File: config.mk
export PLATFORM = sky130hd
export DESIGN_NAME = id_operand_stage
export DESIGN_NICKNAME = d
export VERILOG_FILES = /design/src/rtl/mips_pipe_pkg.sv /design/src/rtl/hazard_scoreboard.sv /design/src/rtl/id_operand_stage.sv
export SDC_FILE = /design/constraint.sdc
export NUM_CORES = 1
export LEC_CHECK = 0
export CAP_MARGIN = 20
export CORE_MARGIN = 5
export CORE_UTILIZATION = 48
export CTS_CLUSTER_DIAMETER = 50
export CTS_CLUSTER_SIZE = 28
export DETAILED_ROUTE_END_ITERATION = 16
export PLACE_DENSITY = 0.86
export SYNTH_ARGS = -nofsm -noshare
export SYNTH_HDL_FRONTEND = slang
export SYNTH_SLANG_ARGS = --single-unit
File: constraint.sdc
create_clock -name clk -period 4.9 [get_ports clk]
set_clock_uncertainty 0.1 [all_clocks]
set_input_delay 0.49 -clock clk [delete_from_list [all_inputs] [get_ports clk]]
set_output_delay 0.49 -clock clk [all_outputs]
set_load 0.02 [all_outputs]
File: src/rtl/mips_pipe_pkg.sv
// Shared pipeline definitions: Tuse/Tnew class constants, the ID/EX bundle
// and the operand bypass priority helper.
package mips_pipe_pkg;

    // Tuse value meaning "operand not consumed"
    localparam logic [1:0] TUSE_NONE     = 2'd3;

    // Per-class Tnew (cycles after entering EX until forwardable)
    localparam logic [1:0] TNEW_ALU      = 2'd1;
    localparam logic [1:0] TNEW_LOAD     = 2'd2;

    // Per-class Tuse (cycles after ID until the operand is consumed)
    localparam logic [1:0] TUSE_BRANCH   = 2'd0;
    localparam logic [1:0] TUSE_ALU      = 2'd1;
    localparam logic [1:0] TUSE_STORE_RT = 2'd2;

    // ID/EX pipeline register contents
    typedef struct packed {
        logic        valid;
        logic [31:0] pc;
        logic [31:0] rs_val;
        logic [31:0] rt_val;
        logic [4:0]  a3;
        logic [1:0]  tnew;
    } id_ex_t;

    // Youngest in-flight result wins; $0 always reads as zero
    function automatic logic [31:0] bypass(
        input logic [4:0]  src,
        input logic [31:0] grf,
        input logic        e_we,
        input logic [4:0]  e_a3,
        input logic [31:0] e_wd,
        input logic        m_we,
        input logic [4:0]  m_a3,
        input logic [31:0] m_wd,
        input logic        w_we,
        input logic [4:0]  w_a3,
        input logic [31:0] w_wd
    );
        if (src == 5'd0)
            return '0;
        else if (e_we && (e_a3 == src))
            return e_wd;
        else if (m_we && (m_a3 == src))
            return m_wd;
        else if (w_we && (w_a3 == src))
            return w_wd;
        else
            return grf;
    endfunction

endpackage

File: src/rtl/hazard_scoreboard.sv
// Per-register countdown scoreboard: counts cycles until each register's
// pending result reaches a forward port and raises stall when a source
// operand is needed before then.
module hazard_scoreboard
    import mips_pipe_pkg::*;
#(
    parameter int unsigned TNEW_W = 2
) (
    input  logic       clk,
    input  logic       reset,
    input  logic       id_valid,
    input  logic       flush,
    input  logic [4:0] id_rs,
    input  logic [4:0] id_rt,
    input  logic [1:0] id_tuse_rs,
    input  logic [1:0] id_tuse_rt,
    input  logic [4:0] id_a3,
    input  logic [1:0] id_tnew,
    output logic       stall
);

    localparam int unsigned CNT_MAX = (1 << TNEW_W) - 1;

    logic [TNEW_W-1:0] sb [32];
    logic [TNEW_W:0]   tnew_inc;
    logic [TNEW_W-1:0] issue_cnt;
    logic              hz_rs;
    logic              hz_rt;
    logic              issue;

    // Issue count is Tnew plus the ID/EX hop, saturated to the counter range
    always_comb begin
        tnew_inc  = (TNEW_W+1)'(id_tnew) + (TNEW_W+1)'(1);
        issue_cnt = tnew_inc[TNEW_W-1:0];
        if (32'(tnew_inc) > CNT_MAX)
            issue_cnt = TNEW_W'(CNT_MAX);
    end

    // Hazard when the operand is used before its producer can forward it
    always_comb begin
        hz_rs = id_valid && (id_rs != 5'd0) && (id_tuse_rs != TUSE_NONE) &&
                (32'(sb[id_rs]) > 32'(id_tuse_rs));
        hz_rt = id_valid && (id_rt != 5'd0) && (id_tuse_rt != TUSE_NONE) &&
                (32'(sb[id_rt]) > 32'(id_tuse_rt));
        stall = hz_rs || hz_rt;
        issue = id_valid && !stall && !flush && (id_a3 != 5'd0);
    end

    // Counters count down each cycle; an issue overrides its entry's decrement
    always_ff @(posedge clk) begin
        if (!reset) begin
            for (int unsigned i = 0; i < 32; i++)
                sb[i] <= '0;
        end else begin
            sb[0] <= '0;
            for (int unsigned i = 1; i < 32; i++) begin
                if (issue && (id_a3 == 5'(i)))
                    sb[i] <= issue_cnt;
                else if (sb[i] != '0)
                    sb[i] <= sb[i] - TNEW_W'(1);
            end
        end
    end

endmodule

File: src/rtl/id_operand_stage.sv
// Decode-to-execute operand stage: register-file addressing, priority
// bypass from EX/MEM/WB, scoreboard stall, and the ID/EX register.
module id_operand_stage
    import mips_pipe_pkg::*;
#(
    parameter int unsigned TNEW_W = 2
) (
    input  logic        clk,
    input  logic        reset,
    input  logic        id_valid,
    input  logic [31:0] id_pc,
    input  logic [4:0]  id_rs,
    input  logic [4:0]  id_rt,
    input  logic [1:0]  id_tuse_rs,
    input  logic [1:0]  id_tuse_rt,
    input  logic [4:0]  id_a3,
    input  logic [1:0]  id_tnew,
    input  logic        flush,
    output logic [4:0]  grf_a1,
    output logic [4:0]  grf_a2,
    input  logic [31:0] grf_rd1,
    input  logic [31:0] grf_rd2,
    input  logic        e_fwd_we,
    input  logic        m_fwd_we,
    input  logic        w_we,
    input  logic [4:0]  e_fwd_a3,
    input  logic [4:0]  m_fwd_a3,
    input  logic [4:0]  w_a3,
    input  logic [31:0] e_fwd_wd,
    input  logic [31:0] m_fwd_wd,
    input  logic [31:0] w_wd,
    output logic        stall,
    output logic        ex_valid,
    output logic [31:0] ex_pc,
    output logic [31:0] ex_rs_val,
    output logic [31:0] ex_rt_val,
    output logic [4:0]  ex_a3,
    output logic [1:0]  ex_tnew
);

    logic [31:0] rs_val;
    logic [31:0] rt_val;
    id_ex_t      id_ex;

    assign grf_a1 = id_rs;
    assign grf_a2 = id_rt;

    hazard_scoreboard #(
        .TNEW_W (TNEW_W)
    ) u_scoreboard (
        .clk        (clk),
        .reset      (reset),
        .id_valid   (id_valid),
        .flush      (flush),
        .id_rs      (id_rs),
        .id_rt      (id_rt),
        .id_tuse_rs (id_tuse_rs),
        .id_tuse_rt (id_tuse_rt),
        .id_a3      (id_a3),
        .id_tnew    (id_tnew),
        .stall      (stall)
    );

    // Resolve both operands through the bypass network
    always_comb begin
        rs_val = bypass(id_rs, grf_rd1, e_fwd_we, e_fwd_a3, e_fwd_wd,
                        m_fwd_we, m_fwd_a3, m_fwd_wd, w_we, w_a3, w_wd);
        rt_val = bypass(id_rt, grf_rd2, e_fwd_we, e_fwd_a3, e_fwd_wd,
                        m_fwd_we, m_fwd_a3, m_fwd_wd, w_we, w_a3, w_wd);
    end

    // ID/EX register: bubble on reset, stall, flush or empty slot
    always_ff @(posedge clk) begin
        if (!reset || stall || flush || !id_valid) begin
            id_ex <= '0;
        end else begin
            id_ex <= '{valid:  1'b1,
                       pc:     id_pc,
                       rs_val: rs_val,
                       rt_val: rt_val,
                       a3:     id_a3,
                       tnew:   id_tnew};
        end
    end

    assign ex_valid  = id_ex.valid;
    assign ex_pc     = id_ex.pc;
    assign ex_rs_val = id_ex.rs_val;
    assign ex_rt_val = id_ex.rt_val;
    assign ex_a3     = id_ex.a3;
    assign ex_tnew   = id_ex.tnew;

endmodule

==> results.ini <==
[finish]
fill_cells = 1762
areaGrowthSynthToFinish_pct = 38.5
drive_gt1_frac = 0.107
post-route-util = 0.675
layout_commonest_cell = clkdlybuf4s50_1
fin_nets = 1757
multi_input_area_sq_um = 6130
seq_area_sq_um = 3940
layout_common_cells = 346 x clkdlybuf4s50_1, 118 x nor2_1, 104 x dfxtp_1

[synthesis]
synthAdderAreaFrac = 0.0398
synth_fp_nets = 1476
synth_top_family_by_area = simple AND/OR/NAND/NOR gates
synth_mux_area_frac = 0.118
synth_ff_type = dfxtp_1
syn_area_sq_um = 11000
synth-seq-cells = 166
ys_seq_area_frac = 0.359
ys_warn_count = 0
synthCells = 1206
synth-compound-area-share = 0.179
synthXorXnorAreaFrac = 0.0215
synthArstFlopShare = 0
synth_edf_count = 62
synth.avg_cell_area_sq_um = 9.12
ys_types = 60
synthSimpleGateAreaFrac = 0.196

[worst_setup_path]
cp_max_fo = 7
crit_top_cell = clkdlybuf4s50_1
crit_type = in2out
crit_path_end_kind = output pin
crit_arrival_ns = 4.06
crit_chain = clkdlybuf4s50_1, mux4_2, mux2_2, a21oi_1, o31ai_1, o21ai_0, ha_1, a22oi_1, o21ai_1, o22ai_2, and2_1, clkdlybuf4s50_1
critPathMaxStageDelay_ns = 0.76
critical_path.top_delay_family = buffers and inverters
slowest_stage = clkdlybuf4s50_1
critPathRequiredTime_ns = 4.31
critPathLaunch = id_rs[2]
reg2reg_from = u_scoreboard.sb[11][1]$_SDFFCE_PN0P_
worst-path-buf-inv = 2
start_kind = input pin

[clocking]
clk_pin_slew_ns = 0.08
cts_tree = built
htree_levels = 4
numCtsBuffers = 17
cts_root_buf = clkbuf_16
clock_path_buffers = 2
insertion_delay_ns = 0.45
cts_sinks = 166

[floorplanning]
die_x_um = 161
pin_count = 350
start_util = 0.487
num_rows = 55
die_area_sq_um = 26000
core_sq_um = 22600
die_h_um = 161

[sta]
fin_crit_ns = 4.65
setup_tns_ns = 0
maxSlewViolCount = 0
rsz0062_at_grt = false
fmax_ghz = 0.215
slew_headroom = 0.368
fin_crit_sh = 0.948
setup_violations = 0
finalHoldViolCount = 0
tightest_slew_ns = 0.948

[detailed_routing]
drtPass1Iterations = 6
vias_per_cell = 6.49
top_layer = met4
vias = 11646
drt_iter0_drc = 1538
routed_wl_um = 45500
m1WireLength_um = 16200
wl_met2_um = 21200
ant_nets = 0
drc = 0
met3_length_um = 5280
routedWlPerCell_um = 25.3

[power]
p_int_mw = 3.55
peakVddDrop_mv = 0.246
clock_power_share = 0.245
seqPwrFrac = 0.372
sw_frac_of_total = 0.364
switching_power_mw = 2.03
comb_power_share = 0.382
finalPower_mw = 5.58
power_density_nw_per_um2 = 367
power_leakage_nw = 5.65

[global_routing]
antenna_found_initial = 9
grt-ovfl-total = 0
grt_max_degree = 103
grt_pass1_wl_um = 67300
grtUsageTotal = 0.334
grt_pass1_vias = 10964

[place]
dp_hpwl_um = 33200
portBuffers = 349
gp_congestion = 0.946

[job]
max_cap_viol_count = 0

[outcome]
status = finished clean

[hold_path]
hp-start = reset
min_path_type = in2reg

per-layer routing:
metal / GRT usage / vias up
li1: - / 5010
met1: 0.414 / 5456
met2: 0.538 / 964
met3: 0.0760 / 216
met4: 0.185 / 0
met5: 0 / -
through the flow:
stage | area [sq um] | hold slack (ns) | worst slack (ns) | cells
finish | 15200 | 0.492 | 0.254 | 1795
global route | 15200 | 0.471 | 0.0735 | 1794
CTS | 15200 | 0.454 | 0.170 | 1784
detailed placement | 14600 | 0.619 | 0.195 | 1752
global placement | 14600 | 0.596 | 0.255 | 1752
floorplan | 11000 | 0.512 | 0.538 | 1206
final cells by class:
class                      instances  area share
inverter                          84      0.0207
clock buffer                      17      0.0279
multi-input combinational        825       0.402
timing repair buffer             393       0.254
tap                              285      0.0234
clock inverter                    15      0.0106
antenna                           10     0.00164
sequential                       166       0.259
worst min-delay path: stages:
cell and delay, ns:
buf_2 0.10, nand2_1 0.28, nor3_1 0.12
sequential cells by signal, indices dropped and copies added (netlist names):
name	flops
ex_rt_val	32
u_scoreboard.sb	62
ex_tnew	2
ex_pc	32
ex_valid	1
ex_a3	5
ex_rs_val	32
synthesized netlist by cell type, types with 6 or more instances:
| cell | n | share of area |
|---|---|---|
| a211oi_1 | 32 | 0.022 |
| a21oi_1 | 46 | 0.021 |
| a31oi_1 | 7 | 0.0040 |
| and2_1 | 39 | 0.022 |
| buf_1 | 10 | 0.0034 |
| buf_2 | 10 | 0.0046 |
| buf_4 | 11 | 0.0075 |
| buf_6 | 6 | 0.0061 |
| clkbuf_1 | 91 | 0.031 |
| dfxtp_1 | 104 | 0.19 |
| edfxtp_1 | 62 | 0.17 |
| ha_1 | 35 | 0.040 |
| inv_1 | 84 | 0.029 |
| mux2i_1 | 67 | 0.061 |
| mux4_2 | 26 | 0.053 |
| nand2_1 | 34 | 0.012 |
| nand2b_1 | 16 | 0.0091 |
| nand3_1 | 67 | 0.030 |
| nand3b_1 | 18 | 0.012 |
| nand4_1 | 67 | 0.038 |
| nor2_1 | 118 | 0.040 |
| nor2b_1 | 6 | 0.0034 |
| nor3_1 | 6 | 0.0027 |
| o211ai_1 | 33 | 0.023 |
| o21ai_0 | 16 | 0.0073 |
| o22ai_1 | 28 | 0.016 |
| o31ai_1 | 37 | 0.025 |
| o31ai_2 | 28 | 0.032 |
| or3b_2 | 9 | 0.0072 |
| xnor2_1 | 17 | 0.014 |
| xor2_1 | 10 | 0.0080 |
timing repair:
item / in CTS / in global routing
setup buffers: 0 / 0
hold buffers: 0 / 0
setup endpoints to repair: 0 / 1
gates resized for setup: 0 / 1
power by group through the flow:
stage	registers [mW]	logic [mW]	clock network (mW)
2_1_floorplan	2.02	1.35	0
3_3_place_gp	2.08	1.96	0
3_5_place_dp	2.09	2.07	0
4_1_cts	2.06	2.10	1.37
5_1_grt	2.10	2.33	1.43
6_report	2.08	2.14	1.37
worst paths after layout:
path	cells past startpoint	end	slack, ns
worst min register to register	3	u_scoreboard.sb[19][0]$_SDFFCE_PN0P_	0.64
worst max register to register	12	u_scoreboard.sb[6][0]$_SDFFCE_PN0P_	0.97
worst min-delay path	3	ex_a3[2]$_SDFF_PP0_	0.49
worst max-delay path	12	stall	0.25
logic make-up after synthesis:
group,after synthesis
AO/OA/AOI/OAI,260
XOR/XNOR,27
adder cells (fa/ha/maj),35
buffers and inverters,215
flip-flops,166
multiplexers,97
AND/OR/NAND/NOR,406
No activity file was read; power rests on OpenSTA's default activity.
